===== src/rtl/uart_rx.sv =====
// uart_rx: 8N1 serial receiver with a 2-flop synchroniser, start-bit glitch rejection,
// mid-bit sampling on an oversampled tick, and break (line-held-low) lockout.
module uart_rx #(
    parameter int DBIT    = 8,
    parameter int OS      = 16,
    parameter int SB_TICK = 16
) (
    input  logic            clk,
    input  logic            rst_n,
    input  logic            tick,
    input  logic            rx,
    output logic [DBIT-1:0] dout,
    output logic            rx_done_tick,
    output logic            frame_err,
    output logic            busy
);
    localparam int SMAX = (OS > SB_TICK) ? OS : SB_TICK;
    localparam int SW   = (SMAX > 1) ? $clog2(SMAX) : 1;
    localparam int NW   = (DBIT > 1) ? $clog2(DBIT) : 1;

    localparam logic [2:0] IDLE      = 3'd0;
    localparam logic [2:0] START     = 3'd1;
    localparam logic [2:0] DATA      = 3'd2;
    localparam logic [2:0] STOP      = 3'd3;
    localparam logic [2:0] WAIT_HIGH = 3'd4;

    localparam logic [SW-1:0] S_MID  = SW'(OS / 2 - 1);
    localparam logic [SW-1:0] S_BIT  = SW'(OS - 1);
    localparam logic [SW-1:0] S_STOP = SW'(SB_TICK - 1);
    localparam logic [NW-1:0] N_LAST = NW'(DBIT - 1);

    logic            rx_meta_q, rx_s_q;
    logic [2:0]      state_q, state_d;
    logic [SW-1:0]   s_q, s_d;
    logic [NW-1:0]   n_q, n_d;
    logic [DBIT-1:0] b_q, b_d;
    logic [DBIT-1:0] dout_q, dout_d;
    logic            done_q, done_d;
    logic            ferr_q, ferr_d;

    always_comb begin
        state_d = state_q;
        s_d     = s_q;
        n_d     = n_q;
        b_d     = b_q;
        dout_d  = dout_q;
        ferr_d  = ferr_q;
        done_d  = 1'b0;
        case (state_q)
            IDLE: begin
                if (!rx_s_q) begin
                    state_d = START;
                    s_d     = '0;
                end
            end
            START: begin
                if (tick) begin
                    if (s_q == S_MID) begin
                        // a line that is high again at mid start bit was only a glitch
                        state_d = rx_s_q ? IDLE : DATA;
                        s_d     = '0;
                        n_d     = '0;
                    end else begin
                        s_d = s_q + SW'(1);
                    end
                end
            end
            DATA: begin
                if (tick) begin
                    if (s_q == S_BIT) begin
                        b_d     = {rx_s_q, b_q[DBIT-1:1]};
                        s_d     = '0;
                        state_d = (n_q == N_LAST) ? STOP : DATA;
                        n_d     = (n_q == N_LAST) ? n_q : n_q + NW'(1);
                    end else begin
                        s_d = s_q + SW'(1);
                    end
                end
            end
            STOP: begin
                if (tick) begin
                    if (s_q == S_STOP) begin
                        dout_d  = b_q;
                        ferr_d  = ~rx_s_q;
                        done_d  = 1'b1;
                        state_d = rx_s_q ? IDLE : WAIT_HIGH;
                    end else begin
                        s_d = s_q + SW'(1);
                    end
                end
            end
            WAIT_HIGH: state_d = rx_s_q ? IDLE : WAIT_HIGH;
            default:   state_d = IDLE;
        endcase
    end

    always_ff @(posedge clk) begin
        if (!rst_n) begin
            rx_meta_q <= 1'b1;
            rx_s_q    <= 1'b1;
            state_q   <= IDLE;
            s_q       <= '0;
            n_q       <= '0;
            b_q       <= '0;
            dout_q    <= '0;
            done_q    <= 1'b0;
            ferr_q    <= 1'b0;
        end else begin
            rx_meta_q <= rx;
            rx_s_q    <= rx_meta_q;
            state_q   <= state_d;
            s_q       <= s_d;
            n_q       <= n_d;
            b_q       <= b_d;
            dout_q    <= dout_d;
            done_q    <= done_d;
            ferr_q    <= ferr_d;
        end
    end

    assign dout         = dout_q;
    assign rx_done_tick = done_q;
    assign frame_err    = ferr_q;
    assign busy         = (state_q != IDLE);
endmodule

===== config.mk =====
export PLATFORM = sky130hd
export DESIGN_NAME = uart_rx
export DESIGN_NICKNAME = d
export VERILOG_FILES = /design/src/rtl/uart_rx.sv
export SDC_FILE = /design/constraint.sdc
export NUM_CORES = 1
export LEC_CHECK = 0
export BUFFER_PORTS_ARGS = -buffer_cell sky130_fd_sc_hd__buf_4
export CELL_PAD_IN_SITES_DETAIL_PLACEMENT = 1
export CELL_PAD_IN_SITES_GLOBAL_PLACEMENT = 1
export CORE_MARGIN = 4
export CORE_UTILIZATION = 36
export DETAILED_ROUTE_END_ITERATION = 6
export MAX_ROUTING_LAYER = met4
export PLACE_DENSITY_LB_ADDON = 0.1
export SYNTH_ARGS = -nofsm -noshare
export SYNTH_HDL_FRONTEND = slang
export SYNTH_SLANG_ARGS = --single-unit

===== constraint.sdc =====
create_clock -name clk -period 2.9 [get_ports clk]
set_input_delay 0.435 -clock clk [delete_from_list [all_inputs] [get_ports clk]]
set_output_delay 0.435 -clock clk [all_outputs]
set_load 0.01 [all_outputs]

# Word-level counts from Yosys, hierarchy flattened
# Index checks and enable logic that the tools add are counted.
# word_totals
reg_bits	30
out_inout_bits	11
elab_cells	64
# op_classes
n_addsub	2
n_eq_ne	16
muxes	26
bitwise_logic	1
n_reduce_logical	10
# op_table
cell	count
$mux 3	13
$mux 4	7
$ne 2x2->1 const B	9
$pmux 4 s4	1
$pmux 3 s5	1
$reduce_and 6->1	2
$reduce_and 3->1	3
$reduce_and 7->1	1
$eq 3x2->1 const B	2
$eq 3x3->1 const B	2
$pmux 3 s2	1
$add 4x1->4 const B	1
$eq 4x3->1 const B	1
$eq 4x4->1 const B	1
$reduce_bool 4->1	1
$add 3x1->3 const B	1
$eq 3x1->1 const B	1
$logic_not 3->1	1
$reduce_bool 3->1	1
$mux 1	2
$mux 2	1
$reduce_bool 2->1	1
$not 1->1	1

# Logic depth before layout (Yosys ltp)
# Gate-level depths: netlist of the first run.
# depth
word_depth	5
mapped_depth	6

# Least setup slack after synthesis of the first run
# No wires, ideal clock.
# synth_timing
kind	register to register
start	register n_q[0]
end	register n_q[0]
t_arrival_ps	1566
setup_slack_ps	1264
path_stages_with_launch	7
path_buffers	0
synth_period_minus_slack_ps	1636
cell_sequence	dfxtp_1 ha_1 ha_1 nand4bb_1 a211o_1 or3_1 a21boi_1
# synth_via
elab_chain_cells	5
word_cells_on_any_way	8
classes_between	add/sub (1); eq/ne (2); mux (4); reduce/logical (1)
# synth_lines
item	line	rtl
start, declared	35	logic [NW-1:0] n_q, n_d;
start signal, assigned	113	n_q <= n_d;
$add 3x1->3	74	n_d = (n_q == N_LAST) ? n_q : n_q + NW'(1);
$mux 3	74	
$mux 3	70	if (s_q == S_BIT) begin
$mux 3	69	if (tick) begin
$pmux 3 s2	49	case (state_q)
# Several ways; a longest one is shown, not always the timed one. The select of a mux whose other input is x is not followed.
# A chain may end at the register's enable or synchronous reset.

# Worst setup path after layout of the first run
# layout_timing
start	register s_q[0]
end	register dout_q[6], in the netlist dout[6]
# layout_via
elab_chain_cells	2
# layout_lines
item	line	rtl
start, declared	34	logic [SW-1:0] s_q, s_d;
start signal, assigned	102	s_q <= '0;
start signal, assigned	112	s_q <= s_d;
$eq 4x4->1	82	if (s_q == S_STOP) begin
$reduce_and 3->1 (no line)	-	
end signal, assigned	115	dout_q <= dout_d;
end, declared	37	logic [DBIT-1:0] dout_q, dout_d;
# No other way between the ends.

==> impl_metrics.csv, run 1 <==
group,metric,value,unit
finish,fin_util,0.444,
yosys,synth_most_common_cell,"dfxtp_1",
finish,final_cells,208,
sta,setup_viol,0,
power,leakagePower,0.569,nW
clock_network,numClockSinks,30,
finish,fin_area,1650,um^2
yosys,netlist_area,1410,um^2
yosys,synth_edf_count,0,
power,p_sw,0.169,mW
setup_path,path_max_fanout,7,
drt,dr.pass1.iters,2,
sta,fmax,0.521,GHz
sta,hold_violations,0,
sta,min_period,1.92,ns
clock_network,clk_path_buf_depth,2,
power,swShare,0.194,
drt,wl_per_cell,13.8,um
placement,placed_cell_area,1540,um^2
yosys,synth_top_area_share,0.427,
power,sequentialPowerShare,0.481,
yosys,synth-seq-cells,30,
yosys,syn-num-nets,153,
yosys,synthArstFlopShare,0,
yosys,yosys.area.top_type,"dfxtp_1",
sta,slew_headroom,0.694,
placement,portBuffers,14,
yosys,avgSynthCellArea,9.62,um^2
drt,vias,1075,
drt,drt_wl_total,2.88,mm
drt,drt-vias-per-instance,5.17,
global_routing,grt_pass1_wl,5.13,mm
power,comb_power_share,0.032,
floorplan,start_util,0.378,
placement,dp_hpwl,2.03,mm
clock_network,cts_hold_buf,0,
setup_path,critical_path_arrival,2.09,ns
finish,nets,167,
setup_path,worstPathRequired,3.07,ns
placement,dp_cells,201,
power,internal_power,0.702,mW
floorplan,die_h,70.5,um
yosys,yosys-top-cells-area,"dfxtp_1 (43%), mux2i_1 (14%), nor2b_1 (7.1%)",
run_status,status,"completed",
sta,fin_setup_tns,0,ns
setup_path,critPathKind,"register to register",
placement,gp_congestion,0.736,
finish,syn_to_final_growth,17.5,%
floorplan,die_w,70.5,um
sta,period_share,0.662,
floorplan,die_area,4970,um^2
setup_path,start_kind,"register",
power,vdd_drop_max,287,uV
finish,drive_above_1_share,0.181,
min_path,holdCritPathClass,"primary input to register",
drt,final_antenna_net_count,0,
sta,rsz0062_at_grt,"false",
sta,slew_violations,0,
drt,dr.first_iter.drc_count,49,
drt,drc,0,
yosys,synthCells,146,
yosys,ys.flop_type,"dfxtp_1",
yosys,yosys.cell_types.count,39,
flow_run,drv_cap,0,
sta,worstMarginPinSlew,0.455,ns
finish,nFillCells,422,
power,power_frac_clock,0.487,
sta,clock_skew,0.00280,ns
power,power_density,528,nW/um^2
yosys,synthTopCellsByCount,"dfxtp_1 (30), mux2i_1 (19), nor2b_1 (16)",
global_routing,antenna_found_initial,0,
yosys,yosysSeqAreaShare,0.427,
global_routing,grt_start_max_net_pins,31,
clock_network,numCtsBuffers,5,
floorplan,io_pins,15,
clock_network,cts_setup_buffers,0,
setup_path,cp-end-kind,"register",
clock_network,clk_pin_slew,0.06,ns
clock_network,cts-resized-gates,0,
sta,whs,0.338,ns
finish,antenna_cells,0,
yosys,ys.warnings.count,0,
clock_network,cts_htree_levels,2,
global_routing,grt-ovfl-total,0,
floorplan,std_cell_rows,22,
clock_network,cts_tree,"done",
global_routing,first_global_vias,1158,
clock_network,clkLatencyLatePin,0.28,ns
clock_network,root_buffer,"clkbuf_8",
global_routing,grt_util_all_layers,0.131,
floorplan,fp.coreArea,3720,um^2
## metal layers
layer / part of all wire / GRT usage / up-vias
li1: - / - / 530
met1: 0.46 / 0.145 / 521
met2: 0.49 / 0.216 / 16
met3: 0.034 / 0.0388 / 8
met4: 0.016 / 0.0553 / 0
met5: 0 / - / -
## power groups by stage
| stage | Clock (mW) | Sequential [mW] | Combinational, mW |
|---|---|---|---|
| floorplan | 0 | 0.425 | 0.0212 |
| global placement | 0 | 0.428 | 0.0273 |
| detailed placement | 0 | 0.428 | 0.0279 |
| CTS | 0.438 | 0.419 | 0.0281 |
| global route | 0.457 | 0.419 | 0.0305 |
| finish | 0.425 | 0.419 | 0.0277 |
## final timing paths
| check | startpoint | endpoint | cells after the start | slack, ns |
|---|---|---|---|---|
| worst min-delay path | rx | rx_meta_q$_SDFF_PN1_ | 2 | 0.34 |
| worst min register to register | rx_meta_q$_SDFF_PN1_ | rx_s_q$_SDFF_PN1_ | 1 | 0.42 |
| worst max-delay path | s_q[0]$_SDFFE_PN0P_ | dout[6]$_SDFFE_PN0P_ | 6 | 0.98 |
| worst max register to register | s_q[0]$_SDFFE_PN0P_ | dout[6]$_SDFFE_PN0P_ | 6 | 0.98 |
## worst max-delay path: stages, from the launching register on
cell and delay (ns):
dfxtp_1 0.37, ha_1 0.32, nand4_1 0.27, nor3_1 0.35, buf_4 0.24, mux2i_1 0.20
nor2b_1 0.06
## stage by stage
stage	setup WS, ns	total power [mW]
detailed placement	0.965	0.456
floorplan	1.26	0.446
CTS	0.938	0.885
finish	0.979	0.871
global route	0.766	0.907
global placement	1.02	0.455
## cell type report
type,instances,area [um^2],share of cell area
flip-flops and latches,30,601,0.364
repair buffers,16,120,0.0727
well taps,48,60.1,0.0364
clock inverters,1,30.0,0.0182
inverters,4,15.0,0.00909
clock buffers,6,82.6,0.0500
multi-input cells,103,743,0.450
## kinds of logic after synthesis
| kind of cell | after synthesis | synth area share |
|---|---|---|
| buffers and inverters | 13 | 0.0436 |
| adders and majority gates | 3 | 0.0267 |
| DFF | 30 | 0.427 |
| muxes | 19 | 0.135 |
| xor gates and xnor gates | 1 | 0.00623 |
| and+or+nand+nor | 64 | 0.266 |
| AOI/OAI and AO/OA | 16 | 0.0944 |
## state kept, by name, indices dropped and copies added (netlist names)
register and count:
rx_done_tick 1, dout 8, frame_err 1, s_q 4, state_q 3, rx_meta_q 1
b_q 8, rx_s_q 1, n_q 3
## layout by cell type, fill, tap and decap left out
cell type / count
nand4bb_1: 2
mux2i_1: 19
or3_1: 3
nor2_1: 9
and2_1: 2
or2_0: 2
nand2b_1: 3
a31o_2: 1
a311oi_2: 1
nand2_1: 10
nor4b_1: 1
dfxtp_1: 30
a211o_1: 1
o21ai_0: 1
o221a_2: 1
bufinv_16: 1
nor3b_1: 2
a21boi_1: 1
o32ai_1: 1
a221o_1: 1
or3b_1: 1
a21oi_1: 2
a21boi_0: 3
nor2_4: 1
inv_1: 4
or2_2: 1
ha_1: 3
o311a_1: 1
xor2_1: 1
or4b_1: 1
nand3_1: 3
o211ai_1: 1
nand4_1: 3
nor3_1: 3
a211oi_1: 1
clkbuf_8: 6
buf_4: 16
or3b_2: 1
nor2b_1: 16
Power figures use the tool's default switching activity.
==> run 2: changes to the inputs <==
--- a/config.mk
+++ b/config.mk
@@ -5,6 +5,7 @@
 export SDC_FILE = /design/constraint.sdc
 export NUM_CORES = 1
 export LEC_CHECK = 0
+export ABC_AREA = 1
 export BUFFER_PORTS_ARGS = -buffer_cell sky130_fd_sc_hd__buf_4
 export CELL_PAD_IN_SITES_DETAIL_PLACEMENT = 1
 export CELL_PAD_IN_SITES_GLOBAL_PLACEMENT = 1
==> constraint.sdc (replaced) <==
create_clock -name clk -period 1.6 [get_ports clk]
set_input_delay 0.24 -clock clk [delete_from_list [all_inputs] [get_ports clk]]
set_output_delay 0.24 -clock clk [all_outputs]
set_load 0.01 [all_outputs]
==> run 2 against run 1 <==
Effect of this change: critical path depth increased by 1; synthesized cell count up 34%; flip-flop and latch count did not move; worst hold slack lost 0.19 ns; count of clock-buffer cells in the layout unchanged; highest routed layer unchanged; critical path type unchanged; largest power group is now sequential cells; register-to-register slack worse by 0.79 ns.
==> impl_metrics.csv, run 2 <==
group,metric,value,unit
clock_network,clkLatencyLatePin,0.28,ns
placement,dp_cells,256,
sta,min_period,1.42,ns
drt,dr.first_iter.drc_count,36,
sta,clock_skew,0.00364,ns
clock_network,root_buffer,"clkbuf_8",
yosys,yosysSeqAreaShare,0.431,
finish,multiInputGateArea,719,um^2
finish,regArea,602,um^2
clock_network,cts_setup_buffers,0,
yosys,synthTopCellsByCount,"nor2_1 (51), nand2_1 (31), dfxtp_1 (30)",
placement,dp_hpwl,2.51,mm
setup_path,cp-end-kind,"register",
yosys,synthCells,195,
power,power_frac_clock,0.274,
power,p_sw,0.896,mW
setup_path,crit_chain,"ha_2 -> nand3_2 -> nor2_4 -> nand2_2 -> inv_4 -> o21ai_0 -> a21oi_1",
finish,final_cell_mix,"nor2_1 (51), nand2_1 (31), dfxtp_1 (29), o21ai_0 (18), buf_4 (15)",
global_routing,grt-ovfl-total,0,
floorplan,fp.coreArea,3690,um^2
floorplan,std_cell_rows,22,
yosys,ys.flop_type,"dfxtp_1",
sta,slew_violations,0,
yosys,synth_most_common_cell,"nor2_1",
sta,slew_headroom,0.810,
finish,final_common_cell,"nor2_1",
yosys,netlist_area,1390,um^2
placement,portBuffers,14,
floorplan,die_h,70.2,um
power,power,2.34,mW
sta,fmax,0.707,GHz
power,leakagePower,0.742,nW
setup_path,worstPathRequired,1.82,ns
clock_network,numCtsBuffers,5,
setup_path,r2r_cells,7,
drt,drc,0,
yosys,synth_edf_count,0,
clock_network,cts_htree_levels,2,
yosys,yosys-top-cells-area,"dfxtp_1 (43%), nor2_1 (14%), nand2_1 (8.4%)",
yosys,yosys.area.top_type,"dfxtp_1",
min_path,worstHoldPathCells,2,
drt,dr.pass1.iters,4,
run_status,status,"completed",
yosys,yosys.cell_types.count,25,
sta,rsz0062_at_grt,"false",
global_routing,grt_start_max_net_pins,19,
global_routing,grt_util_all_layers,0.149,
finish,nets,222,
power,swShare,0.383,
setup_path,start_kind,"register",
finish,final_cells,264,
setup_path,critical_path_arrival,1.63,ns
yosys,synthArstFlopShare,0,
clock_network,clk_pin_slew,0.06,ns
sta,period_share,0.885,
global_routing,grt_pass1_wl,5.67,mm
placement,gp_congestion,0.927,
min_path,holdCritPathClass,"primary input to register",
sta,hold_violations,0,
clock_network,clk_path_buf_depth,2,
drt,vias,1276,
global_routing,antenna_found_initial,0,
yosys,synth_top_area_share,0.431,
clock_network,cts-resized-gates,0,
floorplan,die_area,4930,um^2
floorplan,io_pins,15,
clock_network,numClockSinks,30,
power,power_density,1410,nW/um^2
setup_path,path_max_fanout,9,
finish,fin_util,0.451,
power,comb_power_share,0.340,
finish,antenna_cells,0,
flow_run,drv_cap,0,
yosys,synth-seq-cells,30,
setup_path,worst_path_max_delay_cell,"dfxtp_1",
finish,drive_above_1_share,0.222,
power,vdd_drop_max,519,uV
setup_path,critPathKind,"register to register",
sta,worstMarginPinSlew,0.284,ns
clock_network,cts_hold_buf,0,
finish,nFillCells,491,
global_routing,first_global_vias,1269,
floorplan,die_w,70.2,um
power,internal_power,1.44,mW
drt,drt-vias-per-instance,4.83,
clock_network,cts_tree,"done",
drt,wl_per_cell,12.3,um
sta,whs,0.148,ns
power,sequentialPowerShare,0.385,
floorplan,start_util,0.378,
drt,final_antenna_net_count,0,
yosys,avgSynthCellArea,7.14,um^2
setup_path,slowest_delay,0.36,ns
yosys,ys.warnings.count,0,
sta,setup_viol,0,
sta,fin_setup_tns,0,ns
drt,drt_wl_total,3.25,mm
yosys,syn-num-nets,202,
finish,syn_to_final_growth,19.5,%
-- run 2: metrics by stage --
| step | setup slack [ns] | area (um^2) |
|---|---|---|
| 2_1_floorplan | 0.245 | 1390 |
| 3_3_place_gp | 0.108 | 1550 |
| 3_5_place_dp | 0.0373 | 1550 |
| 4_1_cts | 0.0281 | 1650 |
| 5_1_grt | 0.00126 | 1660 |
| 6_report | 0.185 | 1660 |
-- run 2: power groups by stage --
| stage | clock network, mW | logic [mW] | registers (mW) |
|---|---|---|---|
| after CTS | 0.668 | 0.788 | 0.897 |
| after global routing | 0.705 | 0.909 | 0.911 |
| after floorplan | 0 | 0.602 | 0.894 |
| after detailed placement | 0 | 0.786 | 0.915 |
| after global placement | 0 | 0.748 | 0.907 |
| final | 0.642 | 0.796 | 0.902 |
-- run 2: layout make-up --
cell class	count	share of cell area
sequential	30	0.362
timing repair buffer	15	0.0677
tap	48	0.0361
inverter	18	0.0451
clock inverter	2	0.00752
multi-input combinational	145	0.432
clock buffer	6	0.0496
-- run 2: logic make-up (layout without fill, tap and decap cells) --
kind of cell,Yosys count,in the layout,synth area share
flip-flops,30,30,0.431
adder cells (fa/ha/maj),3,3,0.0270
buffers and inverters,20,41,0.0611
XOR/XNOR,1,1,0.00629
AND/OR/NAND/NOR,111,111,0.358
AO/OA/AOI/OAI,30,30,0.116
-- run 2: layer usage --
layer	wire length [um]	track usage	vias to the layer above
li1	-	-	664
met1	1550	0.166	588
met2	1540	0.249	18
met3	103	0.0460	6
met4	55	0.0574	0
met5	0	-	-
-- run 2: worst paths after layout --
kind / start / to / slack, ns
setup / recovery: s_q[1]$_SDFFE_PN0P_ / b_q[7]$_SDFFE_PN0P_ / 0.18
hold / removal: rx / rx_meta_q$_SDFF_PN1_ / 0.15
setup reg to reg: s_q[1]$_SDFFE_PN0P_ / b_q[7]$_SDFFE_PN0P_ / 0.18
hold reg to reg: rx_meta_q$_SDFF_PN1_ / rx_s_q$_SDFF_PN1_ / 0.42
-- run 2: worst max-delay path, delay by kind of cell, from the launching register on --
family	cells	cell delay (ns)
AND/OR/NAND/NOR	3	0.44
buffers and inverters	1	0.13
AO/OA/AOI/OAI	2	0.20
adder cells (fa/ha/maj)	1	0.22
flip-flops	1	0.36
==> run 3: changes to the inputs <==
--- a/config.mk
+++ b/config.mk
@@ -5,7 +5,7 @@
 export SDC_FILE = /design/constraint.sdc
 export NUM_CORES = 1
 export LEC_CHECK = 0
-export ABC_AREA = 1
+export ABC_AREA = 0
 export BUFFER_PORTS_ARGS = -buffer_cell sky130_fd_sc_hd__buf_4
 export CELL_PAD_IN_SITES_DETAIL_PLACEMENT = 1
 export CELL_PAD_IN_SITES_GLOBAL_PLACEMENT = 1
==> run 3 against run 2 <==
Effect of this change: the flow now finishes with violations (setup timing); highest routed layer unchanged; maximum frequency decreased by 16%; clock power is essentially flat; largest cell class unchanged; power shrank 37%; cell count down 14%.
==> impl_metrics.csv, run 3 (same netlist as run 1, synthesis figures left out) <==
group,metric,value,unit
clock_network,cts_hold_buf,0,
setup_path,start_kind,"register",
power,comb_power_share,0.047,
finish,drive_above_1_share,0.333,
flow_run,drv_cap,0,
sta,fmax,0.590,GHz
finish,nets,186,
setup_path,critPathKind,"register to register",
setup_path,slowest_delay,0.36,ns
setup_path,reg2reg_setup_slack,-0.09,ns
sta,fin_setup_tns,-0.205,ns
sta,worst_slack,-0.0941,ns
power,sequentialPowerShare,0.514,
sta,min_period,1.69,ns
global_routing,grt-ovfl-total,0,
sta,hold_violations,0,
sta,worstMarginPinSlew,0.337,ns
setup_path,crit_buf_inv,0,
finish,final_common_cell,"buf_4",
sta,slew_violations,0,
power,internal_power,1.13,mW
drt,drc,0,
setup_path,path_delay_family,"simple AND/OR/NAND/NOR gates",
global_routing,first_global_vias,1221,
sta,clock_skew,0.00380,ns
setup_path,worstPathRequired,1.81,ns
sta,setup_viol,3,
clock_network,clk_path_buf_depth,2,
power,leakagePower,0.660,nW
global_routing,antenna_found_initial,0,
sta,slew_headroom,0.775,
placement,gp_congestion,0.726,
finish,final_cell_mix,"buf_4 (32), dfxtp_1 (24), mux2i_1 (19), nor2b_1 (16), nand2_1 (10)",
power,power_density,784,nW/um^2
finish,multiInputGateArea,792,um^2
clock_network,cts_tree,"done",
floorplan,start_util,0.378,
clock_network,root_buffer,"clkbuf_8",
power,swShare,0.228,
floorplan,die_w,70.5,um
finish,antenna_cells,0,
clock_network,clk_pin_slew,0.07,ns
floorplan,die_h,70.5,um
drt,drt_wl_total,3.14,mm
finish,nFillCells,423,
min_path,holdCritPathClass,"primary input to register",
power,power_frac_clock,0.438,
drt,final_antenna_net_count,0,
setup_path,path_max_fanout,4,
drt,wl_per_cell,13.8,um
finish,syn_to_final_growth,32.9,%
clock_network,cts_htree_levels,2,
power,vdd_drop_max,428,uV
global_routing,grt_start_max_net_pins,30,
finish,regArea,613,um^2
setup_path,cp-end-kind,"register",
placement,dp_hpwl,2.26,mm
power,p_sw,0.334,mW
setup_path,worst_path_max_delay_cell,"or3_1",
sta,period_share,1.06,
run_status,violations,"setup timing",
clock_network,clkLatencyLatePin,0.28,ns
floorplan,std_cell_rows,22,
drt,dr.first_iter.drc_count,71,
global_routing,grt_pass1_wl,5.50,mm
setup_path,path_common_cell,"ha_4",
drt,vias,1144,
drt,dr.pass1.iters,4,
global_routing,grt_util_all_layers,0.145,
setup_path,critical_path_arrival,1.90,ns
run_status,status,"complete, but fails checks",
clock_network,numClockSinks,30,
floorplan,die_area,4970,um^2
floorplan,fp.coreArea,3720,um^2
setup_path,crit_chain,"ha_4 -> ha_4 -> nand4bb_1 -> a211o_1 -> or3_1 -> a21boi_1",
sta,rsz0062_at_grt,"true",
clock_network,numCtsBuffers,5,
floorplan,io_pins,15,
drt,drt-vias-per-instance,5.02,
finish,fin_util,0.502,
placement,portBuffers,14,
run 3: changes by cell type in the layout (fill, tap and decap cells not counted), moves of 5 or more:
| cell | before | now |
|---|---|---|
| o21ai_0 | 18 | 1 |
| dfxtp_1 | 29 | 24 |
| nand2_1 | 31 | 10 |
| inv_1 | 13 | 4 |
| nand3_1 | 11 | 3 |
| buf_4 | 15 | 32 |
| a21oi_1 | 7 | 2 |
| nand2_2 | 5 | 0 |
| mux2i_1 | 0 | 19 |
| nor2b_1 | 0 | 16 |
| nor2_1 | 51 | 9 |
run 3: worst paths after layout:
path | from | to | depth (start not counted)
worst max-delay path | n_q[0]$_SDFFE_PN0P_ | n_q[0]$_SDFFE_PN0P_ | 6
worst min-delay path | rx | rx_meta_q$_SDFF_PN1_ | 2
worst max register to register | n_q[0]$_SDFFE_PN0P_ | n_q[0]$_SDFFE_PN0P_ | 6
worst min register to register | rx_meta_q$_SDFF_PN1_ | rx_s_q$_SDFF_PN1_ | 1
run 3: final cells by class:
type                    instances  share of cell area
repair buffers                 35               0.156
inverters                       4             0.00804
clock inverters                 2             0.00670
well taps                      48              0.0322
flip-flops and latches         30               0.328
clock buffers                   6              0.0442
multi-input cells             103               0.424
run 3: metrics by stage:
step / instances / setup WS (ns) / hold slack, ns / power (mW) / instance area [um^2]
3_3_place_gp: 219 / -0.115 / 0.392 / 0.838 / 1730
4_1_cts: 228 / -0.0957 / 0.137 / 1.49 / 1840
2_1_floorplan: 146 / -0.0329 / 0.341 / 0.809 / 1440
5_1_grt: 228 / -0.199 / 0.143 / 1.53 / 1870
6_report: 228 / -0.0941 / 0.146 / 1.46 / 1870
3_5_place_dp: 219 / -0.138 / 0.402 / 0.840 / 1730
run 3: layer usage:
layer  part of all wire  up-vias  track usage
met4              0.013        0       0.0638
met2               0.49       13        0.235
li1                   -      575            -
met1               0.47      552        0.166
met3              0.024        4       0.0388
met5                  0        -            -
run 3: power groups by stage:
stage / sequential, mW / clock (mW) / combinational, mW
4_1_cts: 0.755 / 0.666 / 0.0689
6_report: 0.753 / 0.641 / 0.0691
2_1_floorplan: 0.771 / 0 / 0.0384
5_1_grt: 0.753 / 0.696 / 0.0774
3_3_place_gp: 0.771 / 0 / 0.0670
3_5_place_dp: 0.771 / 0 / 0.0683
run 3: timing repair:
action	in CTS	in global routing
endpoints found under the setup margin	25	23
gates resized for setup	5	7
buffers inserted	1	0
pin swaps	2	2
